==> src/rtl/flash_read_responder.sv <==
// ---------------------------------------------------------------------------
// flash_read_responder
//
// Read-only Avalon-MM responder that emulates the on-board flash behind the
// flash address controller. It accepts one word read at a time and answers
// with a deterministic, address-derived 32-bit word after a programmable
// latency. Benches and no-flash builds use it in place of the vendor flash IP.
//
// Parameters
//   STALL    cycles waitrequest stays high after read is first seen (0..15)
//   LATENCY  cycles from acceptance to the readdatavalid pulse (1..15)
//   SEED     byte XOR mask applied to every returned byte
//
// Ports
//   clk                      system clock, rising edge
//   reset_n                  asynchronous active-low reset
//   flash_mem_address        [22:0] word address, sampled only at acceptance
//   flash_mem_read           read request, held high until accepted
//   flash_mem_waitrequest    high = request not accepted this cycle
//   flash_mem_readdata       [31:0] returned word, qualified by readdatavalid
//   flash_mem_readdatavalid  one-cycle pulse marking readdata
//   read_count               [15:0] completed responses, wraps to 0
//   protocol_err             sticky; read dropped while waitrequest was high
// ---------------------------------------------------------------------------
module flash_read_responder #(
    parameter int unsigned STALL   = 2,
    parameter int unsigned LATENCY = 3,
    parameter logic [7:0]  SEED    = 8'hA5
) (
    input  logic        clk,
    input  logic        reset_n,
    input  logic [22:0] flash_mem_address,
    input  logic        flash_mem_read,
    output logic        flash_mem_waitrequest,
    output logic [31:0] flash_mem_readdata,
    output logic        flash_mem_readdatavalid,
    output logic [15:0] read_count,
    output logic        protocol_err
);

    typedef enum logic [2:0] {
        S_IDLE,
        S_STALL,
        S_ACCEPT,
        S_LAT,
        S_RESP
    } state_t;

    // Counter reload values; STALL=0 never uses its reload, so guard the
    // subtraction against wrapping.
    localparam logic [3:0] STALL_LOAD = 4'((STALL > 0) ? (STALL - 1) : 0);
    localparam logic [3:0] LAT_LOAD   = 4'((LATENCY > 0) ? (LATENCY - 1) : 0);

    // Byte k of the response is {a[5:0], k} ^ SEED, byte 0 in bits 7:0.
    function automatic logic [31:0] word_for(input logic [5:0] a);
        logic [31:0] w;
        w = '0;
        for (int k = 0; k < 4; k++) begin
            w[8*k +: 8] = {a, 2'(k)} ^ SEED;
        end
        return w;
    endfunction

    state_t      state, state_d;
    logic [3:0]  cnt, cnt_d;
    // Only the low six address bits shape the response word.
    logic [5:0]  addr_q, addr_d;
    logic        err_set;

    logic        waitrequest_d;
    logic        readdatavalid_d;
    logic [31:0] readdata_d;
    logic [15:0] read_count_d;
    logic        protocol_err_d;

    logic        unused_addr_bits;
    assign unused_addr_bits = ^flash_mem_address[22:6];

    // State register and all registered outputs.
    always_ff @(posedge clk or negedge reset_n) begin
        if (!reset_n) begin
            state                   <= S_IDLE;
            cnt                     <= '0;
            addr_q                  <= '0;
            flash_mem_waitrequest   <= 1'b1;
            flash_mem_readdatavalid <= 1'b0;
            flash_mem_readdata      <= '0;
            read_count              <= '0;
            protocol_err            <= 1'b0;
        end else begin
            state                   <= state_d;
            cnt                     <= cnt_d;
            addr_q                  <= addr_d;
            flash_mem_waitrequest   <= waitrequest_d;
            flash_mem_readdatavalid <= readdatavalid_d;
            flash_mem_readdata      <= readdata_d;
            read_count              <= read_count_d;
            protocol_err            <= protocol_err_d;
        end
    end

    // Next-state logic.
    always_comb begin
        state_d = state;
        cnt_d   = cnt;
        addr_d  = addr_q;
        err_set = 1'b0;
        case (state)
            S_IDLE: begin
                if (flash_mem_read) begin
                    if (STALL == 0) begin
                        state_d = S_ACCEPT;
                    end else begin
                        state_d = S_STALL;
                        cnt_d   = STALL_LOAD;
                    end
                end
            end
            S_STALL: begin
                // A dropped request is checked before the count so an
                // abandoned read never reaches acceptance.
                if (!flash_mem_read) begin
                    state_d = S_IDLE;
                    err_set = 1'b1;
                end else if (cnt == 4'd0) begin
                    state_d = S_ACCEPT;
                end else begin
                    cnt_d = cnt - 4'd1;
                end
            end
            S_ACCEPT: begin
                if (flash_mem_read) begin
                    state_d = S_LAT;
                    cnt_d   = LAT_LOAD;
                    addr_d  = flash_mem_address[5:0];
                end else begin
                    state_d = S_IDLE;
                    err_set = 1'b1;
                end
            end
            S_LAT: begin
                if (cnt == 4'd0) begin
                    state_d = S_RESP;
                end else begin
                    cnt_d = cnt - 4'd1;
                end
            end
            S_RESP: begin
                state_d = S_IDLE;
            end
            default: begin
                state_d = S_IDLE;
            end
        endcase
    end

    // Output logic: outputs are registered, so they are decoded from the
    // state being entered rather than the current one.
    always_comb begin
        waitrequest_d   = (state_d != S_ACCEPT);
        readdatavalid_d = (state_d == S_RESP);
        readdata_d      = flash_mem_readdata;
        read_count_d    = read_count;
        protocol_err_d  = protocol_err | err_set;
        if (state_d == S_RESP) begin
            readdata_d   = word_for(addr_q);
            read_count_d = read_count + 16'd1;
        end
    end

endmodule
==> config.mk <==
export PLATFORM = sky130hd
export DESIGN_NAME = flash_read_responder
export DESIGN_NICKNAME = d
export VERILOG_FILES = /design/src/rtl/flash_read_responder.sv
export SDC_FILE = /design/constraint.sdc
export NUM_CORES = 1
export LEC_CHECK = 0
export ABC_AREA = 1
export BUFFER_PORTS_ARGS = -buffer_cell sky130_fd_sc_hd__buf_2
export CORE_MARGIN = 3
export CORE_UTILIZATION = 45
export CTS_BUF_LIST = sky130_fd_sc_hd__clkbuf_8
export DETAILED_ROUTE_END_ITERATION = 16
export PLACE_DENSITY = 0.78
export SETUP_SLACK_MARGIN = 0.1
export SYNTH_ARGS = -nofsm -noshare
export SYNTH_HDL_FRONTEND = slang
export SYNTH_SLANG_ARGS = --single-unit
==> constraint.sdc <==
create_clock -name clk -period 3.1 [get_ports clk]
set_input_delay 0.31 -clock clk [delete_from_list [all_inputs] [get_ports clk]]
set_output_delay 0.31 -clock clk [all_outputs]
set_load 0.03 [all_outputs]
# Word level (Yosys, flattened, before mapping)
# Index checks and enable logic that the tools add are counted.
# W data, S select, Z words.
# classes
add_sub_neg	2
n_eq_ne	8
n_mux	13
bitwise	3
reduce_logical	6
# ops
operator	count
$add A16 B1 Y16 const B	1
$mux W4	4
$pmux W4 S4	1
$mux W3	4
$pmux W3 S4	1
$not A4 Y4	2
$eq A3 B2 Y1 const B	2
$ne A2 B2 Y1 const B	3
$logic_not A4 Y1	1
$reduce_and A4 Y1	1
$reduce_bool A4 Y1	1
$sub A4 B1 Y4 const B	1
$eq A3 B1 Y1 const B	1
$eq A3 B3 Y1 const B	1
$logic_not A3 Y1	1
$ne A3 B2 Y1 const B	1
$mux W1	2
$mux W2	1
$reduce_and A2 Y1	1
$reduce_or A2 Y1	1
$or A1 B1 Y1	1
# word_totals
regBits	62
input_bits	26
output_inout_bits	51

# Longest topological paths before layout
# Gate-level depths: netlist of the first run.
# depth
ltp_word	5
depth_mapped	9
depth_no_buf	9

# Least setup slack after synthesis of the first run
# OpenSTA, ideal clock, no wires.
# synth_path
path_kind	register to register
from	register read_count[0]
to	register read_count[10]
arrival_time_ns	1.299
setup_slack_ns	1.683
path_stages_with_launch	9
period_less_slack_ns	1.417
path_cell_list	dfrtp_1 ha_1 nand3_1 inv_1 nand2_4 nor2_8 nand2_1 nand2_1 nand2_1
# synth_between
elab_chain_cells	1
# synth_lines
element	line_no	text
from (decl)	37	output logic [15:0] read_count,
from (signal assigned)	97	read_count <= read_count_d;
$add A16 B1 Y16	167	read_count_d = read_count + 16'd1;
# Every way passes these cells.
# A chain may end at the register's enable or synchronous reset.

# Worst setup path in the final report of the first run
# layout_path
from	register cnt[0]
to	register read_count[10]
# layout_between
elab_chain_cells	5
elab_cells_between_ends	6
cone_classes	eq/ne (1); mux (4); reduce/logical (1)
# layout_lines
element	line_no	text
from (decl)	65	logic [3:0] cnt, cnt_d;
from (signal assigned)	92	cnt <= cnt_d;
$logic_not A4 Y1 *	125, 142	
$mux W3	125	end else if (cnt == 4'd0) begin
$mux W3	122	if (!flash_mem_read) begin
$pmux W3 S4 *	108	case (state)
$eq A3 B3 Y1 *	165	if (state_d == S_RESP) begin
# Every way passes the cells marked *; elsewhere a longest branch is shown, timed or not.

==> summary.txt, run 1 <==
Global routing
  • Vias in the first global route: 1,403
  • Initial antenna violation count: 0
  • Remaining global-route overflow: 0
  • First-pass GRT wire length: 6.11 mm
  • Met2 Usage GRT: 0.247
  • Met1 GRT Util: 0.177
  • Tot GR Track Use: 0.144
  • Met3 Usage GRT: 0.0378
  • Largest net degree at the start of global routing: 40
  • Most used routing layer: met2

Timing
  • Fmax: 623 MHz
  • Fin crit period: 1.60 ns
  • Final hold slack: 0.120 ns
  • Final Cycle Share: 0.517
  • RSZ-0062 raised after global routing: no
  • Worst rel slew slack: 0.428
  • Worst-margin pin slew: 0.858 ns
  • Worst Skew: 0.00571 ns
  • Hold Vio Cnt, Final: 0
  • Final Slew Violations: 0
  • Setup-failing EPs final: 0
  • Fin Setup TNS: 0 ns
  • Worst setup margin: 1.50 ns

Finish
  • Multi-input logic area: 827 um2
  • Layout cells sized above 1: 0.277
  • Final nets: 313
  • Ant diodes: 0
  • FF+latch area: 977 um2
  • Area Overhead vs Synth: 12.5%
  • Filler Cells Inserted: 417

Synth
  • Post-synth cell types: 28
  • Yosys reg bits: 39
  • Mapped Cells: 246
  • Synth Warn #: 0
  • Synth Area in XOR/XNOR: 0.0458
  • Syn_area_per_cell: 8.45 um2
  • Seq/Total Area, Yosys: 0.470
  • Simple-Gate Fraction of Synth Area: 0.292
  • Synth Area in Compound Gates: 0.0349
  • Mux share of post-synthesis cell area: 0
  • Main combinational cell family by area after synthesis: simple AND/OR/NAND/NOR gates
  • Post-Synth Adder-Cell Area: 0.0181
  • Post-Syn Area: 2080 um2

Pwr
  • Leak Pwr: 1.35 nW
  • PD cells: 902 nW/um2
  • Combinational power share: 0.436
  • Clock power frac: 0.210
  • Seq pwr share: 0.354
  • Total power: 0.00211 W
  • Int Power: 0.00115 W
  • Switching Fraction: 0.453
  • Worst VDD drop: 314 uV
  • Net switching power: 0.000956 W

Route
  • Residual DRC count: 0
  • DRT Pass-1 Iters: 4
  • DRT Wirelength: 3.85 mm
  • Iteration-0 DRC Markers: 90
  • Vias: 1,582
  • Antenna-violating nets left: 0
  • Average wire per standard cell: 11.4 um
  • DR vias/cell: 4.69

Run
  • Max Cap Viol: 0

Worst setup path
  • Reg2Reg Launch Point: cnt[0]$_DFFE_PN0P_
  • Buf+Inv Stages, Crit Path: 1
  • Top cell by count, worst path: nand2_1
  • R2R depth: 9
  • Critical path class: reg2reg
  • Critical Path AT: 1.80 ns
  • Worst Setup SP: cnt[0]$_DFFE_PN0P_
  • Setup crit start kind: register
  • Crit path max fanout: 15
  • Setup slack, reg-to-reg: 1.50 ns
  • CP endpoint kind: register
  • Worst path top cell family by delay: simple AND/OR/NAND/NOR gates
  • CP Cell Sequence: inv_1, ha_1, nand2_2, nor2_8, nand2_4, nor2_8, nand2_1, nand2_1, nand2_1
  • Worst path max stage delay: 0.39 ns
  • FF-to-FF End: read_count[10]$_DFFE_PN0N_
  • Critical Path RT: 3.29 ns
  • Worst path slowest cell: dfrtp_1

Place
  • Post-place setup slack: 1.52 ns
  • Final HPWL DP: 2.79 mm
  • Final GP Congestion: 0.790
  • Input/output buffers: 55

Clock tree
  • Hold-fix buffers, CTS: 0
  • CTS Root Cell: clkbuf_8
  • H-tree depth: 2
  • Clock buffer depth: 2
  • Register clock-pin slew on the reported worst setup and hold paths: 0.08 ns
  • Clk sinks: 39
  • Post CTS Setup Buffer Count: 0
  • CTS tree: built
  • CTS Buf Count: 5
  • Worst-skew pair later-pin latency: 0.29 ns
  • # resized after CTS: 0

Floorplanning
  • Die Y: 74.0 um
  • Die W: 74.0 um
  • Top Ports: 77
  • Starting Density: 0.471
  • Die Area: 5470 um2
  • Rows: 24
  • Core ar.: 4410 um2

Worst hold path
  • Worst hold path class: in2async

Outcome
  • Status: finished, final reports clean
## per-layer routing
layer,wire length [um],up-vias
met4,55,0
met3,248,5
met1,1680,718
met5,0,-
li1,-,799
met2,1870,60
## cells in the mapped netlist
library cell | count | area, um2
dfstp_2 | 1 | 26.3
xnor2_1 | 5 | 43.8
inv_1 | 18 | 67.6
nand3_2 | 1 | 10.0
ha_1 | 3 | 37.5
nand2_1 | 91 | 342
nand3b_4 | 1 | 20.0
o211ai_1 | 1 | 7.51
dfrtp_1 | 38 | 951
nand3_1 | 5 | 25.0
nor2_2 | 3 | 18.8
nand2_4 | 1 | 11.3
nor2_8 | 2 | 40.0
buf_4 | 25 | 188
o21ai_0 | 8 | 40.0
o21ai_1 | 4 | 20.0
conb_1 | 1 | 3.75
xor2_2 | 1 | 16.3
nand4_1 | 1 | 6.26
nand3b_1 | 3 | 22.5
xor2_1 | 4 | 35.0
nor2_1 | 20 | 75.1
a21oi_1 | 1 | 5.00
nand2_2 | 2 | 12.5
or2_2 | 1 | 6.26
buf_6 | 2 | 22.5
nand3_4 | 1 | 17.5
inv_2 | 2 | 7.51
## placed cells by master, fill, tap and decap left out
master	Yosys	routed
bufinv_16	0	1
xor2_1	4	4
nand3b_4	1	1
nand3_4	1	1
xor2_2	1	1
dfstp_2	1	1
nor2_1	20	20
clkbuf_8	0	6
xnor2_1	5	5
nand3_2	1	1
a21oi_1	1	1
conb_1	1	4
nand3_1	5	5
nor2_2	3	3
nand2_1	91	91
inv_2	2	2
nand3b_1	3	3
buf_2	0	55
ha_1	3	3
nand2_2	2	2
or2_2	1	1
o21ai_0	8	8
inv_1	18	18
nand4_1	1	1
dfrtp_1	38	38
nand2_4	1	1
o21ai_1	4	4
o211ai_1	1	1
nor2_8	2	2
clkinv_2	0	1
## logic make-up (layout without fill, tap and decap cells)
family | Yosys count | count (layout)
buf+inv | 47 | 83
fa+ha+maj | 3 | 3
other cells | 1 | 4
compound gates | 14 | 14
flops | 39 | 39
xor+xnor | 10 | 10
simple gates | 132 | 132
## worst max path at each step
stage                                 endpoint  depth (start not counted)
CTS                 read_count[10]$_DFFE_PN0N_                          9
global placement    read_count[12]$_DFFE_PN0N_                          9
finish              read_count[10]$_DFFE_PN0N_                          9
global route        read_count[12]$_DFFE_PN0N_                          9
floorplan           read_count[10]$_DFFE_PN0N_                          8
detailed placement  read_count[10]$_DFFE_PN0N_                          9
## registers in the layout, summed over array words and instances, names as in the netlist
signal                   cells
addr_q                       6
flash_mem_readdatavalid      1
flash_mem_waitrequest        1
state                        3
read_count                  16
cnt                          4
flash_mem_readdata           7
protocol_err                 1
## final cells by class
type / count / area share
sequential: 39 / 0.418
multi-input combinational: 163 / 0.354
timing repair buffer: 55 / 0.118
clock buffer: 6 / 0.0353
inverter: 20 / 0.0321
tap: 52 / 0.0278
clock inverter: 2 / 0.0150
## per-stage QoR
step	utilization	instance area, um2	instances
floorplan	-	2090	249
global placement	0.503	2220	329
detailed placement	0.503	2220	329
CTS	0.529	2340	337
global route	0.529	2340	337
finish	0.529	2340	337
## power groups by stage
stage / Sequential [W] / Combinational [W] / Clock [W]
global placement: 0.000748 / 0.000904 / 0
detailed placement: 0.000756 / 0.000921 / 0
CTS: 0.000749 / 0.000930 / 0.000452
global route: 0.000771 / 0.000997 / 0.000478
floorplan: 0.000860 / 0.000736 / 0
finish: 0.000747 / 0.000919 / 0.000443
(Power assumes the default switching activity.)
==> run 2: changes to the inputs <==
==> constraint.sdc (replaced) <==
create_clock -name clk -period 1.49 [get_ports clk]
set_input_delay 0.149 -clock clk [delete_from_list [all_inputs] [get_ports clk]]
set_output_delay 0.149 -clock clk [all_outputs]
set_load 0.03 [all_outputs]
==> run 2 against run 1 <==
Cell area rose by 11%. Critical path depth fell by 1. Flip-flop and latch count did not move. Sequential power rose by 110%. Core utilization rose by 5.8 points. Power rose by 130%. Critical endpoint is now read_count[2]$_DFFE_PN0N_. Final cell count rose by 7.7%. Non-clock buffer count rose by 25. Highest routed layer unchanged. First-iteration DRC count rose by 42%. Clock power rose by 110%.
==> summary.txt, run 2 (synthesis results as in run 1) <==
Route
  • Met3 wire length: 279 um
  • Wire length on met1: 1.90 mm
  • DRT Wirelength: 4.70 mm
  • Average wire per standard cell: 12.9 um
  • Vias: 1,748
  • Max Used Layer: met4
  • Antenna-violating nets left: 0
  • Iteration-0 DRC Markers: 128
  • Residual DRC count: 0
  • DR vias/cell: 4.82
  • Met2 wire len: 2.39 mm
  • DRT Pass-1 Iters: 4

Global routing
  • Largest net degree at the start of global routing: 24
  • Tot GR Track Use: 0.169
  • First-pass GRT wire length: 7.18 mm
  • Vias in the first global route: 1,601
  • Initial antenna violation count: 0
  • Remaining global-route overflow: 0

Finish
  • Multi-input logic area: 883 um2
  • Ant diodes: 0
  • Most frequent cells in the layout: nand2_1, buf_2, dfrtp_1, buf_4, nor2_1
  • Area Overhead vs Synth: 24.8%
  • Layout cells sized above 1: 0.379
  • Filler Cells Inserted: 359
  • Commonest non-fill, non-tap cell in the layout: nand2_1
  • Flip-flop count of the largest register after layout: 16
  • Largest regs: read_count (16), flash_mem_readdata (7), addr_q (6)
  • FF+latch area: 982 um2
  • Register with the most flip-flops: read_count
  • Final nets: 339

Worst setup path
  • Crit path max fanout: 5
  • Worst path top cell family by delay: flip-flops
  • Reg2Reg Launch Point: cnt[1]$_DFFE_PN0P_
  • CP endpoint kind: register
  • Buf+Inv Stages, Crit Path: 3
  • R2R depth: 8
  • Worst path slowest cell: dfrtp_1
  • Worst path max stage delay: 0.40 ns
  • FF-to-FF End: read_count[2]$_DFFE_PN0N_
  • Setup slack, reg-to-reg: 0.06 ns
  • CP Cell Sequence: inv_2, ha_4, nand2_4, nor2_8, buf_4, buf_4, nand2_1, xor2_1
  • Setup crit start kind: register
  • Critical Path AT: 1.62 ns
  • Critical path class: reg2reg
  • Top cell by count, worst path: buf_4
  • Critical Path RT: 1.68 ns

Floorplanning
  • Starting Density: 0.471
  • Die Area: 5470 um2
  • Top Ports: 77
  • Die Y: 74.0 um
  • Core ar.: 4410 um2
  • Rows: 24
  • Die W: 74.0 um

Timing
  • RSZ-0062 raised after global routing: yes
  • Setup-failing EPs final: 0
  • Fmax: 698 MHz
  • Hold Vio Cnt, Final: 0
  • Fin Setup TNS: 0 ns
  • Worst Skew: 0.00771 ns
  • Final Cycle Share: 0.961
  • Fin crit period: 1.43 ns
  • Final Slew Violations: 0

Clock tree
  • Clk sinks: 39
  • CTS Root Cell: clkbuf_8
  • Worst-skew pair later-pin latency: 0.30 ns
  • Clock buffer depth: 2
  • CTS tree: built
  • Register clock-pin slew on the reported worst setup and hold paths: 0.08 ns
  • H-tree depth: 2
  • CTS Buf Count: 5

Worst hold path
  • Worst hold path depth: 3
  • Hold_sp: flash_mem_address[0]
  • Worst hold path class: in2reg
  • WHS Endpoint: addr_q[0]$_DFFE_PN0P_

Place
  • Final GP Congestion: 0.825
  • Final HPWL DP: 2.93 mm
  • Input/output buffers: 55

Pwr
  • Leak Pwr: 1.47 nW
  • Worst VDD drop: 675 uV
  • PD cells: 1890 nW/um2
  • Total power: 0.00490 W

Outcome
  • Status: finished, final reports clean

Run
  • Max Cap Viol: 0
[run 2: changes by cell type in the layout (fill, tap and decap cells not counted), sizes merged]
cell / delta
nor2: +1
dlygate4sd3: +1
buf: +24
[run 2: cell type report]
type	count	area share
clock buffers	6	0.0318
clock inverters	2	0.0135
inverters	20	0.0309
multi-input cells	164	0.341
flip-flops and latches	39	0.379
well taps	52	0.0251
repair buffers	80	0.179
[run 2: what timing repair did]
action                                 CTS  global route
endpoints found under the hold margin   20             0
setup endpoints to repair               23            15
hold buffers                             1             0
pin swaps                                6             5
setup buffers                            8             7
gates cloned                             1             0
gates resized for setup                  8            13
[run 2: stage by stage]
step / hold WS [ns] / setup slack [ns] / util / cell area [um2] / instances
2_1_floorplan: -0.147 / 0.145 / - / 2090 / 249
3_3_place_gp: 0.143 / 0.0482 / 0.519 / 2290 / 338
3_5_place_dp: 0.143 / 0.00972 / 0.519 / 2290 / 338
4_1_cts: 0.0553 / 0.0935 / 0.571 / 2520 / 356
5_1_grt: 0.0556 / 0.0118 / 0.588 / 2590 / 363
6_report: 0.0604 / 0.0580 / 0.588 / 2590 / 363
[run 2: worst max-delay path by stage]
stage | start | end | slack (ns) | cells after the start
after floorplan | read_count[3]$_DFFE_PN0N_ | read_count[11]$_DFFE_PN0N_ | 0.14 | 5
after global placement | cnt[0]$_DFFE_PN0P_ | read_count[12]$_DFFE_PN0N_ | 0.05 | 9
after detailed placement | cnt[0]$_DFFE_PN0P_ | read_count[10]$_DFFE_PN0N_ | 0.01 | 9
after CTS | cnt[1]$_DFFE_PN0P_ | read_count[10]$_DFFE_PN0N_ | 0.09 | 9
after global routing | cnt[1]$_DFFE_PN0P_ | cnt[3]$_DFFE_PN0P_ | 0.01 | 10
final | cnt[1]$_DFFE_PN0P_ | read_count[2]$_DFFE_PN0N_ | 0.06 | 8
[run 2: where the power goes]
part	internal, W	switching [W]
registers	0.00134	0.000232
clock network	0.000542	0.000384
logic	0.000810	0.00159
total	0.00269	0.00221
[run 2: layer usage]
layer,GRT usage,vias to the layer above
met4,0.0724,0
met1,0.209,809
met3,0.0351,14
li1,-,855
met2,0.285,70
met5,0,-
[run 2: worst min-delay path: stages]
cell and delay (ns):
buf_2 0.07, nand2_1 0.05, nand2_1 0.05
